--- src/rtl/instr_mem_ctrl_if.sv ---
// ---------------------------------------------------------------------------
// instr_mem_ctrl_if
// Bundles the boot-load stream and the fetch port of the instruction memory.
//
// Load stream:
//   ld_start    master->slave  enter BOOT, clear the load pointer
//   ld_valid    master->slave  a load word is present on ld_data
//   ld_data     master->slave  word written at the load pointer
//   ld_last     master->slave  final word of the image (qualifies ld_valid)
//   ld_ready    slave->master  high while the memory accepts load words
//   ld_count    slave->master  words written since the last pointer clear
// Fetch port:
//   fetch_req   master->slave  fetch request
//   fetch_addr  master->slave  word address
//   fetch_ready slave->master  request accepted when fetch_req & fetch_ready
//   stall       master->slave  downstream not consuming, hold the response
//   instr_valid slave->master  instr holds the response to an accepted fetch
//   instr       slave->master  fetched word
//   addr_err    slave->master  response was for an address beyond the memory
// ---------------------------------------------------------------------------
interface instr_mem_ctrl_if #(
    parameter int DATA_W = 16,
    parameter int ADDR_W = 8
);
    logic              ld_start;
    logic              ld_valid;
    logic [DATA_W-1:0] ld_data;
    logic              ld_last;
    logic              ld_ready;
    logic [ADDR_W:0]   ld_count;
    logic              fetch_req;
    logic [ADDR_W-1:0] fetch_addr;
    logic              fetch_ready;
    logic              stall;
    logic              instr_valid;
    logic [DATA_W-1:0] instr;
    logic              addr_err;

    // Loader / fetch stage side
    modport master (
        output ld_start, ld_valid, ld_data, ld_last,
        output fetch_req, fetch_addr, stall,
        input  ld_ready, ld_count, fetch_ready, instr_valid, instr, addr_err
    );

    // Instruction memory side
    modport slave (
        input  ld_start, ld_valid, ld_data, ld_last,
        input  fetch_req, fetch_addr, stall,
        output ld_ready, ld_count, fetch_ready, instr_valid, instr, addr_err
    );
endinterface

--- src/rtl/instr_mem_ctrl.sv ---
// ---------------------------------------------------------------------------
// instr_mem_ctrl
// Synchronous instruction memory. A program image is streamed in word by
// word while in BOOT; in RUN the fetch stage reads it with one cycle of
// latency and can back-pressure the response with stall.
//
// Ports:
//   clk     clock, all state changes on the rising edge
//   rst_n   asynchronous active-low reset
//   bus_io  instr_mem_ctrl_if.slave: load stream and fetch port
// ---------------------------------------------------------------------------
module instr_mem_ctrl #(
    parameter int              DATA_W    = 16,
    parameter int              ADDR_W    = 8,
    parameter int              DEPTH     = 256,
    parameter int              BOOT_LOAD = 1,
    parameter logic [DATA_W-1:0] NOP_WORD = '0
) (
    input  logic             clk,
    input  logic             rst_n,
    instr_mem_ctrl_if.slave  bus_io
);

    typedef enum logic {
        BOOT,
        RUN
    } state_e;

    localparam int              IDX_W       = (DEPTH > 1) ? $clog2(DEPTH) : 1;
    localparam logic [ADDR_W:0] DEPTH_C     = (ADDR_W + 1)'(DEPTH);
    localparam logic [ADDR_W:0] LAST_C      = (ADDR_W + 1)'(DEPTH - 1);
    localparam state_e          RESET_STATE = (BOOT_LOAD != 0) ? BOOT : RUN;

    logic [DATA_W-1:0] mem_q [DEPTH];

    state_e            state_q, state_d;
    logic [ADDR_W:0]   ldPtr_q, ldPtr_d;
    logic [DATA_W-1:0] instr_q, instr_d;
    logic              instrValid_q, instrValid_d;
    logic              addrErr_q, addrErr_d;

    logic              ldReady;
    logic              fetchReady;
    logic              ldAccept;
    logic              ldWrite;
    logic              fetchAccept;
    logic              inRange;
    logic              enterBoot;

    // State register. The reset state depends on whether an image must be
    // loaded before the core may run.
    always_ff @(posedge clk or negedge rst_n) begin
        if (!rst_n) begin
            state_q <= RESET_STATE;
        end else begin
            state_q <= state_d;
        end
    end

    // Next-state logic. BOOT ends on the word flagged last or on the word
    // that fills the final location; ld_start always forces BOOT.
    always_comb begin
        state_d = state_q;
        case (state_q)
            BOOT: begin
                if (ldAccept && (bus_io.ld_last || ldPtr_q == LAST_C)) begin
                    state_d = RUN;
                end
            end
            RUN: begin
                if (bus_io.ld_start) begin
                    state_d = BOOT;
                end
            end
            default: state_d = RESET_STATE;
        endcase
    end

    // State-decoded handshakes. A load word is dropped when ld_start arrives
    // in the same cycle, and the fetch port closes while a stalled response
    // is still being held.
    always_comb begin
        ldReady     = (state_q == BOOT);
        fetchReady  = (state_q == RUN) && !(instrValid_q && bus_io.stall);
        ldAccept    = ldReady && bus_io.ld_valid && !bus_io.ld_start;
        ldWrite     = ldAccept && (ldPtr_q < DEPTH_C);
        fetchAccept = bus_io.fetch_req && fetchReady;
        inRange     = ({1'b0, bus_io.fetch_addr} < DEPTH_C);
        enterBoot   = (state_q == RUN) && bus_io.ld_start;
    end

    // Load pointer, doubling as ld_count. It is cleared by ld_start and
    // saturates at DEPTH so the write address never wraps.
    always_comb begin
        ldPtr_d = ldPtr_q;
        if (bus_io.ld_start) begin
            ldPtr_d = '0;
        end else if (ldWrite) begin
            ldPtr_d = ldPtr_q + 1'b1;
        end
    end

    // Fetch response. Entering BOOT discards whatever was in flight, a
    // stalled valid response is frozen, and an out-of-range address returns
    // the NOP word without touching the array. Otherwise instr and addr_err
    // keep their last values and only instr_valid drops.
    always_comb begin
        instr_d      = instr_q;
        addrErr_d    = addrErr_q;
        instrValid_d = 1'b0;
        if (enterBoot) begin
            instrValid_d = 1'b0;
        end else if (instrValid_q && bus_io.stall) begin
            instrValid_d = 1'b1;
        end else if (fetchAccept) begin
            instrValid_d = 1'b1;
            if (inRange) begin
                instr_d   = mem_q[bus_io.fetch_addr[IDX_W-1:0]];
                addrErr_d = 1'b0;
            end else begin
                instr_d   = NOP_WORD;
                addrErr_d = 1'b1;
            end
        end
    end

    // Memory array. It is deliberately left out of reset so an image loaded
    // before a reset survives it.
    always_ff @(posedge clk) begin
        if (ldWrite) begin
            mem_q[ldPtr_q[IDX_W-1:0]] <= bus_io.ld_data;
        end
    end

    // Pointer and fetch response registers.
    always_ff @(posedge clk or negedge rst_n) begin
        if (!rst_n) begin
            ldPtr_q      <= '0;
            instr_q      <= NOP_WORD;
            instrValid_q <= 1'b0;
            addrErr_q    <= 1'b0;
        end else begin
            ldPtr_q      <= ldPtr_d;
            instr_q      <= instr_d;
            instrValid_q <= instrValid_d;
            addrErr_q    <= addrErr_d;
        end
    end

    // Output drive.
    always_comb begin
        bus_io.ld_ready    = ldReady;
        bus_io.ld_count    = ldPtr_q;
        bus_io.fetch_ready = fetchReady;
        bus_io.instr_valid = instrValid_q;
        bus_io.instr       = instr_q;
        bus_io.addr_err    = addrErr_q;
    end

endmodule

--- src/flat_wrapper.sv ---
// flat-port wrapper written by rule: the top's interface ports become plain ports
module instr_mem_ctrl_flat 
#(
    parameter int              DATA_W    = 16,
    parameter int              ADDR_W    = 8,
    parameter int              DEPTH     = 256,
    parameter int              BOOT_LOAD = 1,
    parameter logic [DATA_W-1:0] NOP_WORD = '0
)
  (clk, rst_n, bus_io_ld_start, bus_io_ld_valid, bus_io_ld_data, bus_io_ld_last, bus_io_fetch_req, bus_io_fetch_addr, bus_io_stall, bus_io_ld_ready, bus_io_ld_count, bus_io_fetch_ready, bus_io_instr_valid, bus_io_instr, bus_io_addr_err);
  instr_mem_ctrl_if #(.DATA_W(DATA_W), .ADDR_W(ADDR_W)) bus_io_i ();
  input  logic clk;
  input  logic rst_n;
  input wire logic [$bits(bus_io_i.ld_start)-1:0] bus_io_ld_start;
  input wire logic [$bits(bus_io_i.ld_valid)-1:0] bus_io_ld_valid;
  input wire logic [$bits(bus_io_i.ld_data)-1:0] bus_io_ld_data;
  input wire logic [$bits(bus_io_i.ld_last)-1:0] bus_io_ld_last;
  input wire logic [$bits(bus_io_i.fetch_req)-1:0] bus_io_fetch_req;
  input wire logic [$bits(bus_io_i.fetch_addr)-1:0] bus_io_fetch_addr;
  input wire logic [$bits(bus_io_i.stall)-1:0] bus_io_stall;
  output wire logic [$bits(bus_io_i.ld_ready)-1:0] bus_io_ld_ready;
  output wire logic [$bits(bus_io_i.ld_count)-1:0] bus_io_ld_count;
  output wire logic [$bits(bus_io_i.fetch_ready)-1:0] bus_io_fetch_ready;
  output wire logic [$bits(bus_io_i.instr_valid)-1:0] bus_io_instr_valid;
  output wire logic [$bits(bus_io_i.instr)-1:0] bus_io_instr;
  output wire logic [$bits(bus_io_i.addr_err)-1:0] bus_io_addr_err;
  assign bus_io_i.ld_start = bus_io_ld_start;
  assign bus_io_i.ld_valid = bus_io_ld_valid;
  assign bus_io_i.ld_data = bus_io_ld_data;
  assign bus_io_i.ld_last = bus_io_ld_last;
  assign bus_io_i.fetch_req = bus_io_fetch_req;
  assign bus_io_i.fetch_addr = bus_io_fetch_addr;
  assign bus_io_i.stall = bus_io_stall;
  assign bus_io_ld_ready = bus_io_i.ld_ready;
  assign bus_io_ld_count = bus_io_i.ld_count;
  assign bus_io_fetch_ready = bus_io_i.fetch_ready;
  assign bus_io_instr_valid = bus_io_i.instr_valid;
  assign bus_io_instr = bus_io_i.instr;
  assign bus_io_addr_err = bus_io_i.addr_err;
  instr_mem_ctrl #(.DATA_W(DATA_W), .ADDR_W(ADDR_W), .DEPTH(DEPTH), .BOOT_LOAD(BOOT_LOAD), .NOP_WORD(NOP_WORD)) u_core (.clk(clk), .rst_n(rst_n), .bus_io(bus_io_i));
endmodule
--- config.mk ---
export PLATFORM = sky130hd
export DESIGN_NAME = instr_mem_ctrl_flat
export DESIGN_NICKNAME = d
export VERILOG_FILES = /design/src/rtl/instr_mem_ctrl_if.sv /design/src/rtl/instr_mem_ctrl.sv /design/src/flat_wrapper.sv
export SDC_FILE = /design/constraint.sdc
export NUM_CORES = 2
export LEC_CHECK = 0
export BUFFER_PORTS_ARGS = -buffer_cell sky130_fd_sc_hd__buf_2
export CAP_MARGIN = 25
export CORE_MARGIN = 4
export CORE_UTILIZATION = 35
export CTS_CLUSTER_DIAMETER = 100
export DETAILED_ROUTE_END_ITERATION = 8
export PLACE_DENSITY = 0.6
export SETUP_SLACK_MARGIN = 0.2
export SKIP_LAST_GASP = 1
export SYNTH_ARGS = -nofsm -noshare
export SYNTH_HDL_FRONTEND = slang
export SYNTH_SLANG_ARGS = --single-unit
--- constraint.sdc ---
create_clock -name clk -period 5.9 [get_ports clk]
set_clock_uncertainty 0.1 [all_clocks]
set_input_delay 0.295 -clock clk [delete_from_list [all_inputs] [get_ports clk]]
set_output_delay 0.295 -clock clk [all_outputs]
set_load 0.02 [all_outputs]
==> flow_metrics.py <==
metrics = {
    "placed_design": {
        "dpl_cell_area_mm2": 0.169,
        "place.gp.congestion": 0.874,
        "numPortBuffers": 58,
        "dpl.hpwl_mm": 283,
    },
    "cts": {
        "cts_buffer_depth": 4,
        "holdBufCountCts": 26,
        "cts_setup_buffers": 0,
        "clkLatencyLatePin_ns": 0.97,
        "post_cts_resized": 0,
        "path_clk_slew_ns": 0.06,
        "cts_sinks": 4123,
        "ctsRootBufferMaster": "clkbuf_16",
        "ctsHtreeMaxLevel": 5,
        "cts_tree": "done",
        "cts_made_buffers": 414,
    },
    "worst_hold_path": {
        "hold_end": "u_core.bus_io.instr[7]$_DFFE_PN0P_",
        "hold_depth": 6,
        "hold_start": "bus_io_fetch_addr[7]",
        "holdCritPathClass": "in -> reg",
    },
    "sta": {
        "tightest_slew_ns": 1.22,
        "finalCritPeriodShare_pct": 74.9,
        "drv_slew": 0,
        "fin_tns_setup_ns": 0,
        "relSlewSlack_pct": 18.7,
        "max_freq_ghz": 0.226,
        "report.final.setup_viol": 0,
        "hold_violations": 0,
        "period_needed_ns": 4.42,
        "rsz0062_at_grt": "false",
    },
    "global_route": {
        "grt_pass1_vias": 80500,
        "grt_max_degree": 177,
        "grt_overflow": 0,
        "antenna_found_initial": 33,
        "grtUsageTotal_pct": 19.1,
        "grt_first_pass_wirelength_mm": 640,
    },
    "flow_run": {
        "max_cap_viol_count": 0,
    },
    "critical_path": {
        "endpoint_kind": "flip-flop",
        "setup.worst_path.start_class": "input pin",
        "r2r_end": "u_core.mem_q[1][11]$_DFFE_PP_",
        "reg2reg_from": "u_core.state_q$_DFF_PN0_",
        "rrSetupSlack_ns": 1.80,
        "worst_ep_required_time_ns": 6.65,
        "cp_max_fo": 62,
        "cp.arrival_ns": 5.17,
        "rr_worst_depth": 6,
        "path_class": "in -> reg",
    },
    "synthesis": {
        "syn_inst": 7553,
        "synthArstFlopShare_pct": 0.655,
        "netlist_area_mm2": 0.160,
        "yosysUniqueCellTypes": 66,
        "yosysWarnings": 0,
        "yosysSeqAreaShare_pct": 77.4,
        "yosys_register_bits": 4123,
        "synth_largest_area_cell": "edfxtp_1",
        "synth_top_flop_cell": "edfxtp_1",
        "synth-edff-count": 4096,
        "syn_nets": 7589,
        "synth_top_area_share_pct": 77.0,
        "avgSynthCellArea_um2": 21.2,
        "synth_area_leaders": "edfxtp_1 77%, mux4_2 9.8%, mux2i_1 4.0%, mux2_2 0.93%, o22ai_1 0.83%",
    },
    "floorplan": {
        "start_util_pct": 35.2,
        "chipHeight_um": 684,
        "die_area_mm2": 0.467,
        "die_w_um": 684,
        "boundaryPins": 60,
        "core-area_mm2": 0.454,
        "row_count": 247,
    },
    "routing": {
        "wl_per_cell_um": 32.0,
        "drtIter0Drc": 11800,
        "antenna_left": 0,
        "first_pass_iters": 7,
        "drt-total-wl_mm": 462,
        "vias": 82300,
        "via_per_inst": 5.70,
        "drc": 0,
    },
    "layout": {
        "layout-drive-gt1-share_pct": 24.6,
        "final_nets": 8162,
        "mostFrequentLayoutCell": "edfxtp_1",
        "area_delta_synth_final_pct": 14.8,
        "mostFrequentLayoutCells": "4,096 x edfxtp_1, 693 x mux4_2, 638 x mux2i_1",
        "postLayoutCellArea_mm2": 0.183,
        "fill_cells": 39300,
    },
    "pwr": {
        "power_density_mw_per_mm2": 335,
        "ir_drop_v": 0.000268,
        "cellLeakagePower_nw": 58.2,
    },
    "status": {
        "status": "finished clean",
    },
}
## worst max-delay path: stages
cell	delay, ns
buf_8	0.51
buf_12	0.36
nand2b_4	0.54
buf_4	0.55
o22ai_1	0.23
a211oi_1	0.13
buf_4	0.24
a211oi_1	0.71
nand4_1	0.83
o211ai_2	0.41
## flip-flops by register name, summed over array words and instances (netlist names)
| register | cells |
|---|---|
| u_core.mem_q | 4096 |
| u_core.bus_io.ld_count | 9 |
| u_core.bus_io.instr | 16 |
| u_core.bus_io.instr_valid | 1 |
| u_core.state_q | 1 |
## per-stage QoR
stage / setup slack (ns) / hold WS, ns / util (%) / std cells / total power [mW]
global route: 1.51 / 0.0677 / 40.4 / 14400 / 63.2
finish: 1.48 / 0.0892 / 40.4 / 14500 / 61.5
detailed placement: 0.810 / 0.0575 / 37.4 / 13600 / 36.0
CTS: 1.80 / 0.00848 / 40.4 / 14400 / 61.8
floorplan: 3.17 / -0.101 / - / 7553 / 34.5
global placement: 0.498 / 0.402 / 37.2 / 13600 / 36.0
## worst max path at each step
stage	endpoint	startpoint	cells past startpoint
2_1_floorplan	u_core.mem_q[223][0]$_DFFE_PP_	u_core.bus_io.ld_count[8]$_DFFE_PN0P_	5
4_1_cts	u_core.bus_io.instr[15]$_DFFE_PN0P_	bus_io_fetch_addr[1]	10
5_1_grt	u_core.bus_io.instr[13]$_DFFE_PN0P_	bus_io_fetch_addr[1]	9
3_3_place_gp	u_core.bus_io.instr[15]$_DFFE_PN0P_	bus_io_fetch_addr[1]	9
6_report	u_core.bus_io.instr[15]$_DFFE_PN0P_	bus_io_fetch_addr[1]	10
3_5_place_dp	u_core.bus_io.instr[13]$_DFFE_PN0P_	bus_io_fetch_addr[1]	9
## logic make-up after synthesis
| group | count (synthesis) | share of synthesized area, % |
|---|---|---|
| xor+xnor | 5 | 0.0274 |
| flops | 4123 | 77.4 |
| other cells | 1 | 0.00235 |
| simple gates | 634 | 1.80 |
| buf+inv | 460 | 2.01 |
| compound gates | 844 | 3.72 |
| mux | 1481 | 15.0 |
| fa+ha+maj | 5 | 0.0392 |
## synth_stat cells (all sizes together) (53+ instances only)
master and n:
a21oi 112, nand2 117, edfxtp 4096, clkbuf 173, o21ai 90, o221ai 126
o22ai 213, a22oi 95, mux2 132, a211oi 53, buf 277, mux2i 638
mux4 711, nor2 312
## cell type report
| class | instances | area, um^2 | area share, % |
|---|---|---|---|
| inverter | 10 | 47.5 | 0.0259 |
| tap | 5976 | 7480 | 4.08 |
| sequential | 4123 | 124000 | 67.4 |
| clock buffer | 507 | 10800 | 5.90 |
| clock inverter | 245 | 2590 | 1.41 |
| timing repair buffer | 607 | 5640 | 3.08 |
| antenna | 16 | 40.0 | 0.0218 |
| multi-input combinational | 2970 | 33200 | 18.1 |
## metal layers
layer	GRT usage (%)	share of wire [%]
met2	29.8	46
met4	6.76	4.0
met5	0	0.019
met1	26.7	40
met3	3.84	9.5
## power by group
group / leakage (nW) / total (mW) / internal [mW] / switching (mW)
registers: 37.2 / 32.4 / 32.3 / 0.106
clock network: 6.52 / 26.0 / 14.9 / 11.1
logic: 14.5 / 3.10 / 0.987 / 2.11
total: 58.2 / 61.5 / 48.2 / 13.4
No activity file was read; power rests on OpenSTA's default activity.
